## src/rtl/nibble_debounce_sync.sv

```systemverilog
// Input conditioning for the raw switch nibble: two-flop synchroniser, per-bit debounce,
// registered edge pulses and a wrapping count of accepted transitions.
module nibble_debounce_sync #(
  parameter int unsigned WIDTH     = 4,
  parameter int unsigned DB_CYCLES = 16,
  parameter int unsigned CNT_W     = 5,
  parameter int unsigned EVT_W     = 8
) (
  input  logic             clk,
  input  logic             rst_n,
  input  logic             ena,
  input  logic [WIDTH-1:0] din,
  output logic [WIDTH-1:0] db_out,
  output logic [WIDTH-1:0] rise,
  output logic [WIDTH-1:0] fall,
  output logic             changed,
  output logic [EVT_W-1:0] event_cnt
);

  localparam logic [CNT_W-1:0] DbLast = CNT_W'(DB_CYCLES - 1);

  logic [WIDTH-1:0]            sync1_q, sync2_q;
  logic [WIDTH-1:0][CNT_W-1:0] cnt_q, cnt_d;
  logic [WIDTH-1:0]            db_q, db_d;
  logic [WIDTH-1:0]            rise_q, rise_d;
  logic [WIDTH-1:0]            fall_q, fall_d;
  logic                        changed_q, changed_d;
  logic [EVT_W-1:0]            event_q, event_d;
  logic [EVT_W-1:0]            evt_add;

  // Synchroniser free-runs so the sampled level is current when ena returns.
  always_ff @(posedge clk or negedge rst_n) begin
    if (!rst_n) begin
      sync1_q <= '0;
      sync2_q <= '0;
    end else begin
      sync1_q <= din;
      sync2_q <= sync1_q;
    end
  end

  always_comb begin
    cnt_d   = cnt_q;
    db_d    = db_q;
    rise_d  = '0;
    fall_d  = '0;
    evt_add = '0;
    if (ena) begin
      for (int i = 0; i < int'(WIDTH); i++) begin
        if (sync2_q[i] == db_q[i]) begin
          // Any agreeing sample discards progress towards a new level.
          cnt_d[i] = '0;
        end else if (cnt_q[i] == DbLast) begin
          db_d[i]   = sync2_q[i];
          cnt_d[i]  = '0;
          rise_d[i] = sync2_q[i];
          fall_d[i] = ~sync2_q[i];
        end else begin
          cnt_d[i] = cnt_q[i] + 1'b1;
        end
      end
    end
    for (int i = 0; i < int'(WIDTH); i++) begin
      evt_add = evt_add + EVT_W'(rise_d[i] | fall_d[i]);
    end
    changed_d = |(rise_d | fall_d);
    event_d   = event_q + evt_add;
  end

  always_ff @(posedge clk or negedge rst_n) begin
    if (!rst_n) begin
      cnt_q     <= '0;
      db_q      <= '0;
      rise_q    <= '0;
      fall_q    <= '0;
      changed_q <= 1'b0;
      event_q   <= '0;
    end else begin
      cnt_q     <= cnt_d;
      db_q      <= db_d;
      rise_q    <= rise_d;
      fall_q    <= fall_d;
      changed_q <= changed_d;
      event_q   <= event_d;
    end
  end

  assign db_out    = db_q;
  assign rise      = rise_q;
  assign fall      = fall_q;
  assign changed   = changed_q;
  assign event_cnt = event_q;

endmodule

```

## config.mk

```make
export PLATFORM = sky130hd
export DESIGN_NAME = nibble_debounce_sync
export DESIGN_NICKNAME = d
export VERILOG_FILES = /design/src/rtl/nibble_debounce_sync.sv
export SDC_FILE = /design/constraint.sdc
export NUM_CORES = 1
export LEC_CHECK = 0
export CAP_MARGIN = 20
export CELL_PAD_IN_SITES_DETAIL_PLACEMENT = 1
export CELL_PAD_IN_SITES_GLOBAL_PLACEMENT = 1
export CORE_ASPECT_RATIO = 0.9
export CORE_MARGIN = 2
export CORE_UTILIZATION = 45
export CTS_CLUSTER_DIAMETER = 40
export DETAILED_ROUTE_END_ITERATION = 10
export PLACE_DENSITY_LB_ADDON = 0.25
export SYNTH_ARGS = -nofsm -noshare
export SYNTH_HDL_FRONTEND = slang
export SYNTH_SLANG_ARGS = --single-unit
```

## constraint.sdc

```tcl
create_clock -name clk -period 5.9 [get_ports clk]
set_input_delay 1.18 -clock clk [delete_from_list [all_inputs] [get_ports clk]]
set_output_delay 1.18 -clock clk [all_outputs]
set_load 0.02 [all_outputs]
```

==> results of run 1 <==
==> Yosys cell counts <==
| cell | instances | share of area |
|---|---|---|
| o21ai_0 | 6 | 0.014 |
| mux2_2 | 1 | 0.0052 |
| nor2_1 | 10 | 0.017 |
| nand2_1 | 8 | 0.014 |
| a21boi_0 | 7 | 0.024 |
| nor3_1 | 2 | 0.0046 |
| xor2_2 | 3 | 0.022 |
| mux2_1 | 1 | 0.0052 |
| nand2b_1 | 4 | 0.011 |
| xnor2_1 | 2 | 0.0080 |
| mux2_4 | 2 | 0.014 |
| nand3b_1 | 2 | 0.0069 |
| mux2i_1 | 4 | 0.018 |
| nand4bb_4 | 2 | 0.025 |
| nand4bb_1 | 4 | 0.021 |
| nand3_1 | 18 | 0.041 |
| xor2_1 | 5 | 0.020 |
| inv_1 | 24 | 0.041 |
| ha_1 | 5 | 0.029 |
| and4b_1 | 1 | 0.0046 |
| clkbuf_1 | 2 | 0.0034 |
| o2111ai_1 | 6 | 0.024 |
| buf_2 | 2 | 0.0046 |
| dfrtp_1 | 49 | 0.56 |
| o22ai_1 | 1 | 0.0029 |
| nand4bb_2 | 1 | 0.0075 |
| o221ai_1 | 1 | 0.0040 |
| nand4_1 | 1 | 0.0029 |
| a21oi_1 | 1 | 0.0023 |
| nand3_2 | 1 | 0.0046 |
| a31oi_1 | 2 | 0.0057 |
| fa_1 | 3 | 0.028 |
==> metal layers <==
| metal | track usage | vias up | part of all wire |
|---|---|---|---|
| met3 | 0.03876 | 8 | 0.036 |
| li1 | - | 675 | - |
| met4 | 0.05952 | 0 | 0.014 |
| met2 | 0.3401 | 27 | 0.55 |
| met5 | 0 | - | 0 |
| met1 | 0.2103 | 716 | 0.40 |
==> sequential cells by signal, summed over array words and instances (netlist names) <==
signal,count
sync1_q,4
cnt_q,20
db_out,4
changed,1
sync2_q,4
fall,4
rise,4
event_cnt,8
==> cell type report <==
type,count,area share
Tap cell,62,0.02979
Inverter,24,0.03460
Timing Repair Buffer,29,0.1124
Clock buffer,5,0.02643
Multi-Input combinational cell,104,0.3239
Sequential cell,49,0.4709
Clock inverter,1,0.001922
==> placed cells by master (no fill, tap or decap), drive strengths merged, types with 2 or more instances in the layout <==
| master | n |
|---|---|
| nand2 | 8 |
| a31oi | 2 |
| xor2 | 8 |
| nand3 | 19 |
| ha | 5 |
| clkdlybuf4s50 | 26 |
| inv | 24 |
| o2111ai | 6 |
| nor3 | 2 |
| dfrtp | 49 |
| nand4bb | 7 |
| nand2b | 4 |
| mux2i | 4 |
| clkbuf | 5 |
| a21boi | 7 |
| fa | 3 |
| nand3b | 2 |
| mux2 | 4 |
| buf | 3 |
| nor2 | 10 |
| o21ai | 6 |
| xnor2 | 2 |
==> worst paths after layout <==
| check | to | start | slack, ns |
|---|---|---|---|
| max | event_cnt[6]$_DFF_PN0_ | ena | 2.23 |
| min | sync2_q[1]$_DFF_PN0_ | sync1_q[1]$_DFF_PN0_ | 0.35 |
| max reg2reg | event_cnt[6]$_DFF_PN0_ | cnt_q[1]$_DFFE_PN0P_ | 3.05 |
| min reg2reg | sync2_q[1]$_DFF_PN0_ | sync1_q[1]$_DFF_PN0_ | 0.35 |
| max in group asynchronous | cnt_q[9]$_DFFE_PN0P_ | rst_n | 4.66 |
| min in group asynchronous | cnt_q[2]$_DFFE_PN0P_ | rst_n | 0.76 |
==> through the flow <==
step | utilization | setup WS (ns)
floorplan | - | 2.939
global placement | 0.5520 | 2.018
detailed placement | 0.5520 | 1.868
CTS | 0.5682 | 2.214
global route | 0.5726 | 1.990
finish | 0.5726 | 2.225
==> kinds of logic (layout without fill, tap and decap cells) <==
kind of cell | count (synthesis) | in the layout
flip-flops | 49 | 49
adder cells (fa/ha/maj) | 8 | 8
XOR/XNOR | 10 | 10
AO/OA/AOI/OAI | 24 | 24
buffers and inverters | 28 | 59
AND/OR/NAND/NOR | 54 | 54
multiplexers | 8 | 8
==> power breakdown <==
| group | internal (mW) | switching, mW |
|---|---|---|
| logic | 0.0266 | 0.0348 |
| registers | 0.356 | 0.0207 |
| clock network | 0.0781 | 0.100 |
| total | 0.460 | 0.156 |
==> results.toml, run 1 <==
[drt]
postRouteAntennaNets = 0
vias_per_cell = 5.204
firstDrtPassIters = 4
num_vias = 1426
drtIter0Drc = 62
postRouteWirelength_um = 4389
route.detailed.wl_per_inst_um = 16.02
drc_errors = 0

[hold_path]
min_path_type = "reg2reg"
worstHoldPathCells = 0

[cells_and_area]
multiInputGateArea_um2 = 843.3
areaGrowthSynthToFinish_pct = 19.60
instances_no_fill = 274
diodes = 0
drive_above_1_share = 0.08962
final_area_um2 = 2604
nets = 228
ff_latch_area_um2 = 1226
nFillCells = 491

[floorplanning]
floorplan.initialDensity = 0.4788
core_area_um2 = 4547
placementRows = 23
die_x_um = 77.32
boundaryPins = 28
die_h_um = 69.99
dieArea_um2 = 5411

[clock_network]
cts_hold_repair.buffers = 0
clkTransAtPathRegs_ns = 0.08
clock_tree_from_tritoncts = "done"
ctsRootBufferMaster = "clkbuf_8"
clock_insertion_delay_worst_skew_ns = 0.29
numClockSinks = 49
clockBufferDepth = 2
tritoncts.num_buffers = 5
post_cts_buffers = 0
cts.htree.levels = 2
post_cts.resized_instances = 0

[sta]
total_negative_setup_slack_ns = 0
tightest_slew_ns = 0.4710
timing.final.crit_share = 0.6229
period_needed_ns = 3.675
slew_headroom = 0.6849
setup_viol = 0
timing.final.hold_violations = 0
timing_max_transition_violations_final = 0
setup_repair_after_global_routing_missed_its_margin = "false"
max_freq_mhz = 272.1
hold_ws_ns = 0.3534
finClkSkew_ns = 0.005250

[placed_design]
post_placement_cell_area_um2 = 2510
placement.io_buffers = 27
sum_of_net_half_perimeters_after_detailed_placement_um = 3287
placed_cells = 267
gp_routability_congestion = 0.7050

[synth]
yosys_warnings = 0
synthXorXnorAreaFrac = 0.05057
syn-cell-area_um2 = 2177
synthesized_area_fraction_occupied_by_ao_oa_aoi_and_oai_cells = 0.07701
netlist-cell-type-count = 32
syn-num-nets = 196
synthMuxAreaShare = 0.04253
synthSimpleGateAreaFrac = 0.1609
synth_seq_area_share = 0.5632
post_synth_inst_count = 181
yosys.area_share.adder = 0.05632
synth_top_family_by_area = "simple AND/OR/NAND/NOR gates"
syn_avg_cell_area_um2 = 12.03
postSynthRegisterBits = 49

[worst_setup_path]
cp.depth = 10
critical_path_buf_inv_count = 4
cp_data_arrival_time_ns = 3.90
crit_path_cell_trace = "clkdlybuf4s50_1 > buf_4 > nand4bb_4 > fa_1 > inv_1 > fa_1 > inv_1 > fa_1 > nor3_1 > xor2_1"
r2r_cells = 10
worstPathMaxFanout = 40
start_kind = "input pin"
cp_slowest_cell = "fa_1"
path_common_cell = "fa_1"
critPathMaxStageDelay_ns = 0.48
critical_path_required_ns = 6.12
worst_setup_path_end_kind = "flop"
critical_setup_path_class = "in2reg"
path_delay_family = "adder cells"

[power_and_ir_drop]
peakVddDrop_mv = 0.1473
power.density_nw_per_um2 = 236.6
power.static_leakage_nw = 1.200
total_power_uw = 616.1

[grt]
grt_max_degree = 50
grt.overflow.total = 0
via_count_of_the_first_global_routing_pass = 1592
grt_antenna_before_repair = 0
wire_length_of_the_first_global_routing_pass_um = 7762
grtUsageTotal = 0.1836

[status]
status = "finished, final reports clean"

[job]
maxCapViolCount = 0
Note: power is estimated with default switching activity, not from simulation.
==> run 2: changes to the inputs <==
- CORE_UTILIZATION: 45 -> 39
- clock period: 5.9 -> 2.95 ns (I/O delays scaled with it)
==> run 2 against run 1 <==
  * Utilization down 6.7 points
  * Sequential share of layout area decreased by 1.5 points
  * Critical endpoint unchanged
  * Flip-flop and latch count did not move
==> results.toml, run 2 (synthesized netlist as in run 1, its figures left out) <==
[grt]
grt_antenna_before_repair = 0
wire_length_of_the_first_global_routing_pass_um = 7665
grtUsageTotal = 0.1718
grt_max_degree = 33
grt.overflow.total = 0
via_count_of_the_first_global_routing_pass = 1617

[floorplanning]
core_area_um2 = 5318
floorplan.initialDensity = 0.4094
boundaryPins = 28
die_x_um = 82.76
placementRows = 25
die_h_um = 74.88
dieArea_um2 = 6197

[cells_and_area]
areaGrowthSynthToFinish_pct = 23.51
diodes = 0
multiInputGateArea_um2 = 858.3
final_common_cell = "dfrtp_1"
instances_no_fill = 289
utilization = 0.5056
drive_above_1_share = 0.1441
final_area_um2 = 2689
ff_latch_area_um2 = 1226
most_frequent_cells_in_the_layout = "dfrtp_1, clkdlybuf4s50_1, inv_1, nand3_1"
nFillCells = 583
number_of_flip_flops_in_the_largest_register = 20
most_flops_register = "cnt_q"
nets = 236

[sta]
layout_setup_ws_ns = 0.1606
timing_max_transition_violations_final = 0
tightest_slew_ns = 0.6444
max_freq_mhz = 358.5
setup_repair_after_global_routing_missed_its_margin = "false"
setup_viol = 0
hold_ws_ns = 0.2913
timing.final.hold_violations = 0
slew_headroom = 0.5704
total_negative_setup_slack_ns = 0
timing.final.crit_share = 0.9456
finClkSkew_ns = 0.008325
period_needed_ns = 2.789

[drt]
firstDrtPassIters = 4
route.detailed.wl_per_inst_um = 16.02
postRouteWirelength_um = 4629
vias_per_cell = 5.097
drc_errors = 0
postRouteAntennaNets = 0
num_vias = 1473
drtIter0Drc = 37

[worst_setup_path]
r2r_cells = 10
start_kind = "input pin"
critical_path_required_ns = 3.18
cp_data_arrival_time_ns = 3.02
worstPathMaxFanout = 4
worstSetupStartpoint = "ena"
timing.rr.start = "cnt_q[0]$_DFFE_PN0P_"
critical_setup_path_class = "in2reg"
worst_setup_path_end_kind = "flop"

[placed_design]
gp_routability_congestion = 0.7696
placed_cells = 281
sum_of_net_half_perimeters_after_detailed_placement_um = 3412
placement.io_buffers = 27
pre_cts_slack_ns = -0.2406
post_placement_cell_area_um2 = 2584

[hold_path]
min_path_type = "in2async"

[clock_network]
numClockSinks = 49
cts.htree.levels = 2
clock_insertion_delay_worst_skew_ns = 0.31
ctsRootBufferMaster = "clkbuf_8"
clkTransAtPathRegs_ns = 0.10
post_cts_buffers = 0
post_cts.resized_instances = 0
cts_hold_repair.buffers = 0
clock_tree_from_tritoncts = "done"
tritoncts.num_buffers = 5
clockBufferDepth = 2

[power_and_ir_drop]
peakVddDrop_mv = 0.2409
power.density_nw_per_um2 = 476.3
total_power_mw = 1.281
power.static_leakage_nw = 1.236

[job]
maxCapViolCount = 0

[status]
status = "finished, final reports clean"
## run 2: cell types whose count changed in the layout (fill, tap and decap cells not counted), sizes merged
| cell | change |
|---|---|
| inv | +1 |
| clkinvlp | +1 |
| buf | +8 |
## run 2: report_power, final
part           switching, mW  total, mW  internal, mW
Sequential            0.0431      0.754         0.711
Clock                  0.233      0.402         0.168
Combinational         0.0701      0.124        0.0543
Total                  0.347       1.28         0.934
## run 2: area by class of cell
cell class | count | area share
inverter | 24 | 0.03350
timing repair buffer | 37 | 0.1266
sequential | 49 | 0.4560
multi-input combinational | 104 | 0.3192
clock buffer | 5 | 0.02559
clock inverter | 3 | 0.007911
tap | 67 | 0.03118
## run 2: worst max-delay path: stages
cell and delay [ns]:
clkdlybuf4s50_1 0.63, nand4bb_4 0.15, fa_1 0.48, inv_1 0.08, fa_1 0.19, inv_1 0.06, fa_1 0.44, nor3_2 0.22
xor2_1 0.18
## run 2: per-layer routing
metal / share of wire / track usage / up-vias
met5: 0 / 0 / -
met4: 0.021 / 0.08197 / 0
met3: 0.032 / 0.03717 / 7
met2: 0.54 / 0.3091 / 29
met1: 0.41 / 0.1944 / 744
li1: - / - / 693
## run 2: final timing paths
check | slack, ns | to
worst max-delay path | 0.16 | event_cnt[6]$_DFF_PN0_
worst min-delay path | 0.29 | cnt_q[11]$_DFFE_PN0P_
worst max register to register | 0.23 | event_cnt[6]$_DFF_PN0_
worst min register to register | 0.36 | sync2_q[0]$_DFF_PN0_
max in group asynchronous | 1.91 | fall[1]$_DFF_PN0_
min in group clk | 0.36 | sync2_q[0]$_DFF_PN0_
